$ cat src/rtl/branch_pc_sequencer.sv
// -----------------------------------------------------------------------------
// branch_pc_sequencer
//
// Purpose:
//   This block owns the program counter and runs the multi-cycle conditional
//   branch stage. When a branch request is accepted, the stage does four things:
//     1. It latches the condition field ir[22:19] onto c2_out. The external
//        condition decoder and the CON flop use that value.
//     2. It waits SETTLE_CYCLES cycles so the CON flop can settle.
//     3. It samples con and loads PC with PC + sign_extend(ir[18:0]) when the
//        opcode is a conditional branch and con=1. Otherwise PC is unchanged.
//     4. It pulses br_done for one cycle, together with br_taken and
//        br_illegal.
//   While the stage is idle, it also handles the fetch increment (inc_pc) and
//   direct PC loads (pc_load). Those loads are used for jr/jal.
//
// Ports:
//   clk         in   system clock; all state updates on the rising edge
//   reset       in   synchronous active-high reset; overrides everything
//   inc_pc      in   fetch strobe, PC <= PC + 1 (IDLE only, lowest priority)
//   pc_load     in   direct load strobe, PC <= pc_in (IDLE only, top priority)
//   pc_in[31:0] in   direct load value
//   br_start    in   single-cycle branch request (IDLE only)
//   ir[31:0]    in   instruction register, stable from br_start to br_done
//   con         in   registered condition from the CON flip-flop
//   c2_out[3:0] out  ir[22:19] latched at the accepted br_start
//   pc_out[31:0]out  current PC
//   br_busy     out  high in every state except IDLE
//   br_done     out  one-cycle completion pulse
//   br_taken    out  valid with br_done: PC was loaded with the branch target
//   br_illegal  out  valid with br_done: opcode did not match BR_OPCODE
// -----------------------------------------------------------------------------
module branch_pc_sequencer #(
  parameter logic [4:0]  BR_OPCODE     = 5'b10010,
  parameter logic [31:0] RESET_PC      = 32'h0000_0000,
  parameter int unsigned SETTLE_CYCLES = 1
) (
  input  logic        clk,
  input  logic        reset,
  input  logic        inc_pc,
  input  logic        pc_load,
  input  logic [31:0] pc_in,
  input  logic        br_start,
  input  logic [31:0] ir,
  input  logic        con,
  output logic [3:0]  c2_out,
  output logic [31:0] pc_out,
  output logic        br_busy,
  output logic        br_done,
  output logic        br_taken,
  output logic        br_illegal
);

  // The settle counter is 4 bits wide, which covers SETTLE_CYCLES values 1..15.
  localparam logic [3:0] SETTLE_LOAD = 4'(SETTLE_CYCLES);

  typedef enum logic [1:0] {
    ST_IDLE   = 2'd0,
    ST_SETTLE = 2'd1,
    ST_DECIDE = 2'd2,
    ST_DONE   = 2'd3
  } state_e;

  state_e      state_q,   state_d;
  logic [3:0]  cnt_q,     cnt_d;
  logic [31:0] pc_q,      pc_d;
  logic [3:0]  c2_q,      c2_d;
  logic [31:0] offset_q,  offset_d;
  logic        match_q,   match_d;
  logic        taken_q,   taken_d;
  logic        illegal_q, illegal_d;

  // ir[26:23] is not consumed by this stage.
  logic unused_ir_bits;
  assign unused_ir_bits = ^ir[26:23];

  // Sign-extend the 19-bit branch displacement to 32 bits.
  // Copy bit 18 into all of the upper bits.
  logic [31:0] offset_ext;
  assign offset_ext[18:0] = ir[18:0];
  for (genvar gi = 19; gi < 32; gi++) begin : g_sext
    assign offset_ext[gi] = ir[18];
  end

  // ---------------------------------------------------------------------------
  // State register
  // ---------------------------------------------------------------------------
  always_ff @(posedge clk) begin
    if (reset) begin
      state_q   <= ST_IDLE;
      cnt_q     <= 4'd0;
      pc_q      <= RESET_PC;
      c2_q      <= 4'd0;
      offset_q  <= 32'd0;
      match_q   <= 1'b0;
      taken_q   <= 1'b0;
      illegal_q <= 1'b0;
    end else begin
      state_q   <= state_d;
      cnt_q     <= cnt_d;
      pc_q      <= pc_d;
      c2_q      <= c2_d;
      offset_q  <= offset_d;
      match_q   <= match_d;
      taken_q   <= taken_d;
      illegal_q <= illegal_d;
    end
  end

  // ---------------------------------------------------------------------------
  // Next-state logic
  // ---------------------------------------------------------------------------
  always_comb begin
    state_d   = state_q;
    cnt_d     = cnt_q;
    pc_d      = pc_q;
    c2_d      = c2_q;
    offset_d  = offset_q;
    match_d   = match_q;
    taken_d   = taken_q;
    illegal_d = illegal_q;

    unique case (state_q)
      ST_IDLE: begin
        // Only one request is served per cycle.
        // Any lower-priority request in the same cycle is dropped.
        if (pc_load) begin
          pc_d = pc_in;
        end else if (br_start) begin
          c2_d     = ir[22:19];
          offset_d = offset_ext;
          match_d  = (ir[31:27] == BR_OPCODE);
          cnt_d    = SETTLE_LOAD;
          state_d  = ST_SETTLE;
        end else if (inc_pc) begin
          pc_d = pc_q + 32'd1;
        end
      end

      ST_SETTLE: begin
        // The counter starts at SETTLE_CYCLES and leaves at 1.
        // So this state lasts exactly SETTLE_CYCLES cycles.
        if (cnt_q <= 4'd1) begin
          cnt_d   = 4'd0;
          state_d = ST_DECIDE;
        end else begin
          cnt_d = cnt_q - 4'd1;
        end
      end

      ST_DECIDE: begin
        // An illegal opcode never branches, whatever con says.
        if (match_q && con) begin
          pc_d    = pc_q + offset_q;
          taken_d = 1'b1;
        end else begin
          taken_d = 1'b0;
        end
        illegal_d = ~match_q;
        state_d   = ST_DONE;
      end

      ST_DONE: begin
        // Status flags are shown only during the DONE cycle.
        taken_d   = 1'b0;
        illegal_d = 1'b0;
        state_d   = ST_IDLE;
      end

      default: begin
        state_d = ST_IDLE;
      end
    endcase
  end

  // ---------------------------------------------------------------------------
  // Outputs
  // ---------------------------------------------------------------------------
  assign pc_out     = pc_q;
  assign c2_out     = c2_q;
  assign br_busy    = (state_q != ST_IDLE);
  assign br_done    = (state_q == ST_DONE);
  assign br_taken   = taken_q;
  assign br_illegal = illegal_q;

endmodule
$ cat config.mk
export PLATFORM = sky130hd
export DESIGN_NAME = branch_pc_sequencer
export DESIGN_NICKNAME = d
export VERILOG_FILES = /design/src/rtl/branch_pc_sequencer.sv
export SDC_FILE = /design/constraint.sdc
export NUM_CORES = 1
export LEC_CHECK = 0
export CAP_MARGIN = 20
export CORE_MARGIN = 5
export CORE_UTILIZATION = 50
export CTS_BUF_LIST = sky130_fd_sc_hd__clkbuf_2
export CTS_CLUSTER_SIZE = 25
export DETAILED_ROUTE_END_ITERATION = 7
export PLACE_DENSITY = 0.79
export SETUP_SLACK_MARGIN = 0.1
export SLEW_MARGIN = 5
export SYNTH_ARGS = -nofsm -noshare
export SYNTH_HDL_FRONTEND = slang
export SYNTH_SLANG_ARGS = --single-unit
$ cat constraint.sdc
create_clock -name clk -period 6.45 [get_ports clk]
set_clock_uncertainty 0.1 [all_clocks]
set_input_delay 1.29 -clock clk [delete_from_list [all_inputs] [get_ports clk]]
set_output_delay 1.29 -clock clk [all_outputs]
set_load 0.1 [all_outputs]
# After elaboration in Yosys (flattened, before gate mapping)
# Cells that the tools add are included.
# classes
add_sub_neg,3
order_cmp,1
n_eq_ne,10
mux,16
bitwise,2
reduce_logical,10
# ops
cell,count
32-bit two-way mux,4
32-bit one-hot mux with 2 select lines,1
32-bit by 1-bit adder with 32-bit output (second input constant),1
32-bit adder,1
4-bit two-way mux,3
3-bit AND reduction,3
2-bit inequality test (second input constant),4
2-bit one-hot mux with 4 select lines,1
4-bit one-hot mux with 2 select lines,1
2-bit nonzero test,4
2-bit two-way mux,3
3-bit inequality test (second input constant),2
5-bit == test (second input constant),1
2-bit == test (second input constant),2
4-bit by 1-bit <= comparator with 1-bit output (second input constant),1
1-bit one-hot mux with 2 select lines,2
4-bit AND reduction,1
4-bit by 1-bit subtractor with 4-bit output (second input constant),1
2-bit by 1-bit == test with 1-bit output (second input constant),1
2-bit zero test,1
1-bit NOT,2
1-bit logical AND,1
1-bit two-way mux,1
# totals
register_bits,64
in_bits,70
out_inout_bits,40
wordCells,50

# Logic depth before layout (Yosys ltp)
# Gate-level depths: netlist of the first run.
# logic_depth
word_depth,5
ltp_mapped,11
ltp_nobuf,11

# Worst setup path after synthesis of the first run
# No wires, ideal clock.
# synth_path
path_type,register to register
from,"register pc_q[0], in the netlist pc_out[0]"
to,"register pc_q[28], in the netlist pc_out[28]"
setup_ns,0.086
arrival_time_ns,3.275
required_ns,6.264
setup_slack_ns,2.989
path_stages_with_launch,12
path_buffers,0
period_less_slack_ns,3.461
path_cell_list,dfxtp_1 ha_1 fa_1 a21oi_2 o211ai_2 and3_1 a221o_1 a31o_4 a211oi_4 o21ai_0 xnor2_1 a211oi_1
# synth_via
elab_chain_len,5
elab_cells_between_ends,7
cone_classes,add/sub (2); mux (5)
# synth_lines
item,line_no,source
start: declaration,66,"logic [31:0] pc_q, pc_d;"
start signal: assignment,101,pc_q <= pc_d;
32-bit by 1-bit adder with 32-bit output,136,pc_d = pc_q + 32'd1;
32-bit two-way mux,135,end else if (inc_pc) begin
32-bit two-way mux,129,end else if (br_start) begin
32-bit two-way mux,127,if (pc_load) begin
32-bit one-hot mux with 2 select lines (*),123,unique case (state_q)
# Mark *: on every way between the ends. The rest lies on a longest branch, timed or not. The select of a mux whose other input is x is not followed.
# A chain may end at the register's enable or synchronous reset.

# Worst setup path after layout of the first run
# layout_path
from,register state_q[0]
to,output br_busy
# layout_via
elab_chain_len,1
# layout_lines
item,line_no,source
start: declaration,64,"state_e state_q, state_d;"
start signal: assignment,99,state_q <= state_d;
2-bit nonzero test,181,assign br_busy = (state_q != ST_IDLE);
end: declaration,48,"output logic br_busy,"
# No other way between the ends.

==> key figures, run 1 <==
Synthesis
  – Synth top area cells: dfxtp_1 (25%), a21oi_1 (9.7%), ha_1 (9.3%)
  – Post-synth net total: around 830
  – Post-synth EDFFs: 0
  – Top cell type's share of synthesized area: 25.0%
  – Seq/Total Area, Yosys: 25.0%
  – Cell taking the most area after synthesis: dfxtp_1
  – Synth warnings: 0
  – Yosys cell types: 61
  – FFs w/ async S/R, synth: 0%
  – Cell count after synthesis: 718
  – Cell area after synthesis: 0.00512 mm²
  – Syn Area/Cell: 7.13 µm²
  – Post-synth top flop: dfxtp_1
  – Yosys reg bits: 64

Place
  – Port Buffers: 105
  – Worst slack at placement: 2.57 ns
  – DP Wirelength: 12.4 mm
  – Placer congestion estimate: 0.946

Power and ir drop
  – Clock share of power: 8.9%
  – Cell Pwr Density: about 470 mW/mm²
  – Reg power frac: approximately a quarter
  – Leak: 2.45 nW
  – Worst vdd ir: 360 µV
  – Sw Pwr: about 1.8 mW
  – Switching Share: 60.1%
  – Internal Pwr Total: 1.19 mW
  – Combinational power share: 67.2%

Timing
  – Hold slack: 0.378 ns
  – Setup slack after layout: 2.36 ns
  – Tcrit/Tclk final: 63.4%
  – Fin. Hold Viols: 0
  – Period minus WS final: 4.09 ns
  – Worst slew margin: 33.9%
  – Unrepaired setup endpoints after global routing: false
  – Peak Freq: between 0.2 and 0.25 GHz
  – Final slew viol count: 0
  – Final setup fails: 0
  – Worst slew pin tran: 0.988 ns
  – Setup TNS Final: 0 ns

Layout
  – Layout cells sized above 1: 4.34%
  – Sequential Area: ~0.0013 mm²
  – Antenna Cells: 0
  – Area Overhead vs Synth: 24.2%
  – Number of filler cells placed in the layout: 908
  – Area taken by multi-input logic gates: 0.00364 mm²
  – Nets: 911

Min path
  – Hold Path Depth: 2
  – Hold Startpoint: offset_q[15]
  – Hold Path End: offset_q[15]
  – HP Class: reg -> reg

Critical path
  – R2r endpoint: pc_out[28]
  – Cells on worst reg2reg path: 11
  – Worst r2r src: pc_out[0]
  – Worst reg2reg setup slack: 2.87 ns
  – Crit path kind: reg -> out
  – Crit path launch type: register
  – CP endpoint kind: primary output
  – Critical path data required time: around 5 ns
  – CP Max Fanout: 6
  – Crit path arrival time: 2.70 ns

CTS
  – CTS tree: done
  – CTS Root Cell: clkbuf_2
  – Clk Latency, worst-skew pair: 0.54 ns
  – CTS H-tree lvls: 3
  – Postcts setup bufs: 0
  – Post_cts resized: 0
  – Clk buf depth: 2
  – TritonCTS buffer count: 9
  – Hold Buf Count CTS: 0
  – Number of clock sinks: 64
  – Clock slew at reported path FFs: 0.23 ns

GRT
  – Total GRT Usage: roughly a quarter
  – First-pass GRT wire length: about 27 mm
  – Grt total ovfl: 0
  – Vias in the first global route: ~5300
  – Pin count of the biggest net entering global routing: 69
  – Antenna violations before repair: 0

Die
  – # IOs: 110
  – Initial Util: around half
  – # rows: 37
  – DIE HEIGHT: about 110 µm
  – Die W: 111 µm
  – Core Region: a little over 0.01 mm²
  – Die area: 0.0124 mm²

Status
  – Status: finished clean

Drt
  – Post-route ant nets: 0
  – Via density: between 6 and 7
  – DRT Pass-1 Iters: 7
  – DR vias: roughly 5800
  – Iteration-0 DRC Markers: 526
  – Wire per inst: 17.8 µm
  – Final wirelength: 16.8 mm
  – Drt drc: 0

Job
  – Max-cap violation count: 0
==> worst max-delay path by stage <==
stage,start,to,slack (ns),depth (start not counted)
2_1_floorplan,pc_out[0],pc_out[28],2.99,11
3_3_place_gp,pc_load,pc_out[23],2.61,7
3_5_place_dp,pc_load,pc_out[23],2.57,7
4_1_cts,state_q[0],br_busy,2.38,4
5_1_grt,state_q[1],br_busy,2.27,4
6_report,state_q[0],br_busy,2.36,4
==> synth_stat cells (6+ instances only) <==
cell / n
o211ai_1: 7
a211oi_1: 12
a21oi_1: 99
nand4_1: 12
o21ai_0: 48
xor2_1: 21
inv_1: 16
a31oi_1: 6
and3_1: 13
nand2_1: 102
nor2_1: 76
ha_1: 38
nor3_1: 19
xnor2_1: 21
dfxtp_1: 64
nand3_1: 30
clkbuf_1: 31
nor2b_1: 7
a21o_1: 9
==> through the flow <==
stage / cell area, µm² / cells / util (%) / total power [mW]
floorplan: 5120 / 718 / - / 2.17
global placement: 6240 / 927 / 61.5 / 2.66
detailed placement: 6240 / 927 / 61.5 / 2.70
CTS: 6350 / 943 / 62.7 / 2.97
global route: 6350 / 943 / 62.7 / 3.15
finish: 6350 / 943 / 62.7 / 2.98
==> registers in the layout, summed over array words and instances, names as in the netlist <==
name	flops
state_q	2
cnt_q	4
offset_q	19
pc_out	32
c2_out	4
match_q	1
br_taken	1
br_illegal	1
==> cell families (layout without fill, tap and decap cells) <==
kind of cell               after synthesis  in the layout  share of synthesized area, %
muxes                                    4              4                         0.782
and+or+nand+nor                        283            283                          25.2
adders and majority gates               39             39                          9.68
DFF                                     64             64                          25.0
AOI/OAI and AO/OA                      232            232                          28.0
xor gates and xnor gates                42             42                          7.19
buffers and inverters                   54            143                          4.06
==> placed cells by master (no fill, tap or decap), drive strengths merged, types with 9 or more instances in the layout <==
cell type,count
inv,17
nor3,19
and3,13
clkdlybuf4s50,103
a211oi,13
o21ai,48
a21oi,101
xnor2,21
nand3,30
nand2,102
a21o,9
clkbuf,10
xor2,21
nand4,12
ha,38
nor2,76
dfxtp,64
==> power by group through the flow <==
stage	registers, mW	clock network, mW	logic, mW
floorplan	1.28	0	0.884
global placement	0.712	0	1.95
detailed placement	0.718	0	1.98
CTS	0.708	0.270	1.99
global route	0.732	0.287	2.13
finish	0.712	0.267	2.00
==> worst max-delay path, stage by stage, from the launching register on <==
cell and delay [ns]:
dfxtp_1 0.42, inv_1 0.10, ha_1 0.25, inv_1 0.20, clkdlybuf4s50_1 1.19
==> metal layers <==
layer / track usage (%) / wire [µm]
met4: 6.33 / 368
met1: 36.0 / 7420
met3: 7.31 / 1640
met2: 40.5 / 7370
met5: 0 / 0
==> area by class of cell <==
class	instances	area share (%)
Clock buffer	10	0.788
Sequential cell	64	20.2
Clock inverter	6	1.08
Inverter	16	0.945
Tap cell	136	2.68
Timing Repair Buffer	111	17.1
Multi-Input combinational cell	600	57.3
(Power assumes the default switching activity.)
==> run 2, diff against run 1 <==
- CORE_UTILIZATION: 50 -> 48
- clock period: 6.45 -> 3.5 ns (I/O delays scaled with it)
==> run 2 against run 1 <==
Power increased by 87%; global-route usage decreased by 0.11 points; first-iteration DRC count grew 28%; utilization decreased by 1.2 points; critical path depth increased by 7; worst hold slack got worse by 0.0068 ns; clock power grew 76%.
==> key figures, run 2 (synthesis results as in run 1) <==
Status
  – Status: finished clean

Drt
  – Post-route ant nets: 0 (unchanged)
  – Wire per inst: 17.9 µm (+0.41%)
  – Via density: 6.23 (+2.2%)
  – Drt drc: 0 (unchanged)
  – Final wirelength: 17.1 mm (+2.0%)
  – Iteration-0 DRC Markers: 671 (+28%)
  – DR vias: 5971 (+3.8%)
  – DRT Pass-1 Iters: 8 (+1)

Timing
  – Fin. Hold Viols: 0 (unchanged)
  – Setup TNS Final: 0 ns (unchanged)
  – Worst slew margin: 34.1% (+0.14 points)
  – Peak Freq: 0.303 GHz
  – Unrepaired setup endpoints after global routing: false
  – Final slew viol count: 0 (unchanged)
  – Hold slack: 0.371 ns (-0.00682 ns)
  – Tcrit/Tclk final: 94.3%
  – Worst slew pin tran: 0.986 ns (-0.00215 ns)
  – Final setup fails: 0 (unchanged)
  – Period minus WS final: between 3 and 4 ns

Critical path
  – Crit path kind: reg -> reg
  – Crit path arrival time: 3.65 ns (+0.95 ns)
  – Cells on worst reg2reg path: 11 (unchanged)
  – Critical path data required time: 3.85 ns (-1.21 ns)
  – Crit path launch type: register
  – CP endpoint kind: register
  – CP Max Fanout: 8 (+2)

GRT
  – Layer with the highest usage: met2
  – Vias in the first global route: 5538 (+4.8%)
  – Total GRT Usage: 26.0% (-0.11 points)
  – Pin count of the biggest net entering global routing: 53 (-23%)
  – Met3 global-route usage: 7.27% (-0.042 points)
  – Met1 usage: 35.0% (-1.1 points)
  – Met2 usage: 40.6% (+0.11 points)
  – Grt total ovfl: 0 (unchanged)
  – First-pass GRT wire length: 27.4 mm (+1.9%)
  – Antenna violations before repair: 0 (unchanged)

Place
  – DP Wirelength: 13.0 mm (+4.8%)
  – Port Buffers: 105 (unchanged)
  – Placer congestion estimate: 0.944 (-0.14%)

Min path
  – HP Class: reg -> reg
  – Hold Path Depth: 2 (unchanged)

CTS
  – TritonCTS buffer count: 9 (unchanged)
  – CTS Root Cell: clkbuf_2
  – Clk Latency, worst-skew pair: 0.54 ns (about the same)
  – Clk buf depth: 2 (unchanged)
  – Number of clock sinks: 64 (unchanged)
  – CTS tree: done
  – Clock slew at reported path FFs: 0.20 ns (-0.03 ns)
  – Post_cts resized: 0 (unchanged)
  – CTS H-tree lvls: 3 (unchanged)
  – Postcts setup bufs: 0 (unchanged)
  – Hold Buf Count CTS: 0 (unchanged)

Die
  – Die area: 0.0128 mm² (+3.8%)
  – Initial Util: 49.3% (-1.1 points)
  – DIE HEIGHT: 113 µm (+1.9%)
  – # IOs: 110 (unchanged)
  – # rows: 37 (unchanged)
  – Die W: 113 µm (+1.9%)
  – Core Region: 0.0104 mm² (+2.3%)

Layout
  – Antenna Cells: 0 (unchanged)
  – Most common cell after layout, fill and taps aside: nand2_1
  – Most frequent cells in the layout: nand2_1 (102), a21oi_1 (99), nor2_1 (76)
  – Largest register FFs: 32 (unchanged)
  – Layout cells sized above 1: 10.6% (+6.2 points)
  – Nets: 926 (+1.6%)
  – Final core occ: 61.5% (-1.2 points)
  – Area Overhead vs Synth: 24.6%
  – Number of filler cells placed in the layout: 974 (+7.3%)

Power and ir drop
  – Leak: 2.58 nW (+5.4%)
  – Worst vdd ir: 692 µV (+92%)
  – Total power: 5.57 mW (+87%)
  – Cell Pwr Density: 874 mW/mm² (+86%)

Job
  – Max-cap violation count: 0 (unchanged)
[run 2: cell count changes in the layout (fill, tap and decap cells not counted), sizes merged]
cell           before  now
clkinv              3    5
inv                17   16
clkdlybuf4s50     103   66
buf                 8   60
clkbuf             10    9
[run 2: layer usage]
metal / wire [µm] / share of wire [%]
met3: 1950 / 11
met5: 0 / 0
met2: 7580 / 44
met1: 7210 / 42
met4: 400 / 2.3
[run 2: per-stage QoR]
stage | std cells | worst slack, ns | instance area [µm²]
after global placement | 942 | 0.352 | 6260
after CTS | 958 | 0.243 | 6370
final | 958 | 0.198 | 6370
after detailed placement | 942 | 0.301 | 6260
after floorplan | 718 | 0.139 | 5120
after global routing | 958 | 0.120 | 6370
[run 2: cell type report]
type | instances | area, µm² | area share [%]
multi-input cells | 600 | 3640 | 57.1
flip-flops and latches | 64 | 1280 | 20.1
repair buffers | 126 | 1110 | 17.4
well taps | 136 | 170 | 2.67
clock inverters | 7 | 72.6 | 1.14
inverters | 16 | 60.1 | 0.942
clock buffers | 9 | 45.0 | 0.707
[run 2: path summary, 6_finish.rpt]
| path | from | end | slack (ns) |
|---|---|---|---|
| setup / recovery | pc_out[0] | pc_out[28] | 0.20 |
| setup reg to reg | pc_out[0] | pc_out[28] | 0.20 |
| hold / removal | c2_out[2] | c2_out[2] | 0.37 |
| hold reg to reg | c2_out[2] | c2_out[2] | 0.37 |
[run 2: power breakdown]
part,switching (mW),internal (mW),total (mW)
Sequential,0.326,0.940,1.27
Clock,0.306,0.165,0.470
Combinational,2.72,1.12,3.83
Total,3.35,2.22,5.57
[run 2: worst max-delay path: stages (launching register included)]
cell	delay [ns]
dfxtp_2	0.41
ha_1	0.25
fa_1	0.43
a21oi_2	0.24
o211ai_2	0.17
and3_1	0.18
a221o_1	0.34
a31o_4	0.29
a211oi_4	0.29
o21ai_0	0.16
xnor2_1	0.15
a211oi_1	0.21
